$ cat src/rtl/sonar_ping_sequencer.sv
// Sonar ping sequencer: drives the ultrasonic trigger pulse, runs the 13-bit
// time-of-flight timer sampled by the capture stage, pulses capture_clear at
// the start of each ping, and enforces a hold-off gap before the next ping.
module sonar_ping_sequencer #(
  parameter int unsigned TRIG_CYCLES    = 500,   // trig pulse width in clocks
  parameter int unsigned TICK_DIV       = 50,    // clocks per timer increment (>= 1)
  parameter int unsigned TIMEOUT        = 8191,  // last timer value of the listen window (<= 8191)
  parameter int unsigned HOLDOFF_CYCLES = 1000   // idle gap after the listen window
) (
  input  logic        clk,
  input  logic        reset,
  input  logic        start,
  input  logic        auto,
  output logic        trig,
  output logic [12:0] timer,
  output logic        capture_clear,
  output logic        busy,
  output logic        done
);

  // One phase counter is shared by TRIG and HOLDOFF, so size it for the longer one.
  localparam int unsigned PH_MAX = (TRIG_CYCLES > HOLDOFF_CYCLES) ? TRIG_CYCLES : HOLDOFF_CYCLES;
  localparam int unsigned PH_W   = (PH_MAX > 1) ? $clog2(PH_MAX) : 1;
  localparam int unsigned PRE_W  = (TICK_DIV > 1) ? $clog2(TICK_DIV) : 1;

  localparam logic [PH_W-1:0]  TRIG_LAST    = PH_W'(TRIG_CYCLES - 1);
  localparam logic [PH_W-1:0]  HOLDOFF_LAST = PH_W'(HOLDOFF_CYCLES - 1);
  localparam logic [PRE_W-1:0] PRE_LAST     = PRE_W'(TICK_DIV - 1);
  localparam logic [12:0]      TIMEOUT_V    = 13'(TIMEOUT);

  typedef enum logic [1:0] {
    ST_IDLE,
    ST_TRIG,
    ST_LISTEN,
    ST_HOLDOFF
  } state_t;

  state_t           state_q;
  logic [PH_W-1:0]  phase_q;
  logic [PRE_W-1:0] presc_q;
  logic [12:0]      timer_q;
  logic             trig_q;
  logic             clear_q;
  logic             busy_q;
  logic             done_q;

  // Ping state machine; every output is registered and changes together with the state.
  // NOTE: sequential state uses non-blocking assignments so every register samples
  // the pre-edge values of the others, regardless of statement order.
  always_ff @(posedge clk) begin
    // NOTE: reset is synchronous; it is just the highest-priority branch of the clocked block.
    if (reset) begin
      state_q <= ST_IDLE;
      phase_q <= '0;
      presc_q <= '0;
      timer_q <= '0;
      trig_q  <= 1'b0;
      clear_q <= 1'b0;
      busy_q  <= 1'b0;
      done_q  <= 1'b0;
    end else begin
      // Single-cycle pulses fall back to 0 unless a branch below raises them.
      clear_q <= 1'b0;
      done_q  <= 1'b0;
      unique case (state_q)
        ST_IDLE: begin
          if (start || auto) begin
            state_q <= ST_TRIG;
            phase_q <= '0;
            timer_q <= '0;
            trig_q  <= 1'b1;
            clear_q <= 1'b1;
            busy_q  <= 1'b1;
          end
        end
        ST_TRIG: begin
          if (phase_q == TRIG_LAST) begin
            state_q <= ST_LISTEN;
            trig_q  <= 1'b0;
            presc_q <= '0;
            phase_q <= '0;
          end else begin
            phase_q <= phase_q + 1'b1;
          end
        end
        ST_LISTEN: begin
          if (presc_q == PRE_LAST) begin
            presc_q <= '0;
            if (timer_q == TIMEOUT_V) begin
              // Window closes on the wrap at TIMEOUT; timer stays put.
              state_q <= ST_HOLDOFF;
              done_q  <= 1'b1;
              phase_q <= '0;
            end else begin
              timer_q <= timer_q + 1'b1;
            end
          end else begin
            presc_q <= presc_q + 1'b1;
          end
        end
        ST_HOLDOFF: begin
          if (phase_q == HOLDOFF_LAST) begin
            state_q <= ST_IDLE;
            busy_q  <= 1'b0;
            phase_q <= '0;
          end else begin
            phase_q <= phase_q + 1'b1;
          end
        end
        default: begin
          state_q <= ST_IDLE;
          busy_q  <= 1'b0;
          trig_q  <= 1'b0;
        end
      endcase
    end
  end

  assign trig          = trig_q;
  assign timer         = timer_q;
  assign capture_clear = clear_q;
  assign busy          = busy_q;
  assign done          = done_q;

endmodule

$ cat config.mk
export PLATFORM = sky130hd
export DESIGN_NAME = sonar_ping_sequencer
export DESIGN_NICKNAME = d
export VERILOG_FILES = /design/src/rtl/sonar_ping_sequencer.sv
export SDC_FILE = /design/constraint.sdc
export NUM_CORES = 1
export LEC_CHECK = 0
export BUFFER_PORTS_ARGS = -buffer_cell sky130_fd_sc_hd__clkbuf_2
export CELL_PAD_IN_SITES_DETAIL_PLACEMENT = 0
export CELL_PAD_IN_SITES_GLOBAL_PLACEMENT = 1
export CORE_UTILIZATION = 40
export CTS_CLUSTER_SIZE = 25
export DETAILED_ROUTE_END_ITERATION = 7
export PLACE_DENSITY = 0.77
export SETUP_SLACK_MARGIN = 0.15
export SYNTH_ARGS = -nofsm -noshare
export SYNTH_HDL_FRONTEND = slang
export SYNTH_SLANG_ARGS = --single-unit
$ cat constraint.sdc
create_clock -name clk -period 3.6 [get_ports clk]
set_input_delay 0.36 -clock clk [delete_from_list [all_inputs] [get_ports clk]]
set_output_delay 0.36 -clock clk [all_outputs]
set_load 0.05 [all_outputs]
==> results.cfg <==
[status]
status = finished with violations
failed_checks = design-rule violations

[synthesis]
syn_area_mm2 = 0.00188
synth_seq_area_share_pct = 37.2
syn-instance-count = 224
synth_edf_count = 0
avgSynthCellArea_um2 = 8.41
async_reset_ff_share_pct = 0
synth_largest_area_cell = dfxtp_1
synth_area_leaders = dfxtp_1, ha_1, nor2_1
ys_seq_elements = 35
syn_nets = 236
synthFlopType = dfxtp_1
ys_types = 50
synth_top_area_share_pct = 37.2
yosysWarnings = 0

[finish]
final-instance-count-excl-fill = 297
drive_gt1_share_pct = 15.5
final_common_cell = dfxtp_1
finish.instance_area_mm2 = 0.00210
diodes = 0
final_cell_mix = dfxtp_1, nor2_1, nand2_1, clkbuf_2, nand3_1
finalNetCount = 256
area_growth_pct = 11.6

[placement]
placed_cells = 289
place.gp.congestion = 0.689
numPortBuffers = 20
placed_area_mm2 = 0.00202
dp_slack_ns = 1.52
dp_hpwl_um = 2870

[detailed_routing]
wl_per_cell_um = 13.7
vias = 1676
wirelength_um = 4080
drc = 2
first_iter_violations = 102
drtAntennaViolNets = 0
drt_first_pass_iters = 6
via_per_inst = 5.64

[sta]
finalMaxSlewViolations = 0
tightest_slew_ns = 0.623
setup_viol = 0
rsz0062_at_grt = no
worst_slew_margin_rel_pct = 58.0
tns_ns = 0
hold_viol = 0
finalClockSkew_ns = 0.0108
finalCritPeriodShare_pct = 59.2
max_freq_ghz = 0.469
min_period_ns = 2.13
setup_slack_ns = 1.47

[clock_tree]
clk-insertion-delay-late_ns = 0.29
cts-buffers-inserted = 5
cts_resized = 0
post_cts_buffers = 0
cts-root-buf = clkbuf_8
htreeDepth = 2
clock_sinks = 35
cts_buffer_depth = 2
postCtsHoldBufs = 0
cts_tree = yes
path_clk_slew_ns = 0.08

[die]
die_w_um = 70.6
die_y_um = 70.6
design.core.area_mm2 = 0.00444
initial_core_util_pct = 42.4
top_level_ports = 21
dieArea_mm2 = 0.00499
rows = 24

[hold_path]
hp-class = reg -> reg

[critical_path]
reg2reg_to = timer[9]
slowest_delay_ns = 0.50
worst_setup_path_start_kind = flip-flop
path_delay_family = simple AND/OR/NAND/NOR gates
worstSetupEndpoint = timer[9]
crit_buf_inv = 1
reg2reg_depth = 7
setup.worst_path.class = reg -> reg
cp.required_ns = 3.82
path_max_fanout = 13
crit_chain = inv_1, ha_1, nor2b_1, a31oi_1, a211o_1, or4_1, a21oi_1
cp_slowest_cell = or4_1
cp-startpoint = state_q[0]
crit_cells = 7
rrSetupSlack_ns = 1.47
crit_arrival_ns = 2.35
worstReg2RegStart = state_q[0]
end_kind = flip-flop

[power]
worst_ir_drop_vdd_v = 0.000214
leakagePower_nw = 0.821
cellPowerDensity_mw_per_mm2 = 504

[global_route]
antenna_found_initial = 0
grt_overflow_total = 0
grtUsageTotal_pct = 18.5
grt_pass1_wl_um = 7330
grt_max_degree = 22
grt_pass1_vias = 1589

[flow_run]
max-cap-violations = 0
[metrics by stage]
stage / power, mW / utilization (%) / hold slack, ns
after CTS: 1.07 / 47.3 / 0.506
after detailed placement: 0.793 / 45.5 / 0.487
final: 1.06 / 47.3 / 0.503
after global placement: 0.793 / 45.5 / 0.472
after floorplan: 0.722 / - / 0.461
after global routing: 1.13 / 47.3 / 0.552
[metal layers]
metal	up-vias	GRT usage [%]	part of all wire [%]
met5	-	0	0
met4	0	7.56	1.5
met2	23	30.7	46
li1	871	-	-
met3	6	4.27	3.0
met1	776	23.4	49
[worst min-delay path by stage]
stage                 endpoint        from  cells past startpoint  slack (ns)
floorplan           phase_q[1]  phase_q[1]                      2        0.46
global placement     timer[11]   timer[11]                      2        0.47
detailed placement        trig        trig                      2        0.49
CTS                       trig        trig                      2        0.51
global route          timer[7]    timer[7]                      2        0.55
finish                    trig        trig                      2        0.50
[logic make-up after synthesis]
kind of cell / after synthesis / synth area share (%)
AOI/OAI and AO/OA: 51 / 19.5
xor gates and xnor gates: 6 / 2.79
adders and majority gates: 8 / 5.32
buffers and inverters: 18 / 4.05
DFF: 35 / 37.2
muxes: 3 / 1.66
and+or+nand+nor: 103 / 29.5
[flip-flops by register name (all words and copies together), names as in the netlist]
register and cells:
presc_q 6, busy 1, trig 1, state_q 2, phase_q 10, timer 13, capture_clear 1, done 1
[cell usage after synthesis (2+ instances only)]
master and n:
and4bb_2 2, o32a_1 2, a41o_1 3, dfxtp_1 35, nand3_1 12, a2bb2oi_1 3
nand2_1 21, a22o_1 3, xor2_1 4, or3_1 5, and3_1 7, nor3_1 2
o31ai_1 4, and4_1 2, a211oi_1 3, nand4_1 6, nor2b_1 2, a31oi_1 2
and2_1 2, or3b_2 2, xnor2_1 2, and4b_1 2, nand3b_1 2, nor2_1 25
ha_1 8, or4_1 2, or2_2 2, clkbuf_1 6, mux2i_1 2, nor4_1 3
a21oi_1 10, o21ai_0 10, inv_1 9, o221ai_1 3
[area by class of cell]
class                   instances  area (µm²)
fillers                       461        2340
repair buffers                 22         115
well taps                      52        65.1
inverters                       9        33.8
clock inverters                 1        5.00
flip-flops and latches         35         701
clock buffers                   7        76.3
multi-input cells             171        1110
[report_power, final]
group	switching, mW	internal, mW	leakage, nW
combinational	0.236	0.106	0.495
sequential	0.0252	0.418	0.283
clock	0.138	0.136	0.0422
total	0.400	0.660	0.821
[worst register-to-register path, stage by stage (launching register included)]
cell,delay [ns]
dfxtp_1,0.39
inv_1,0.08
ha_1,0.30
nor2b_1,0.15
a31oi_1,0.09
a211o_1,0.40
or4_1,0.50
a21oi_1,0.14
Note: power is estimated with default switching activity, not from simulation.
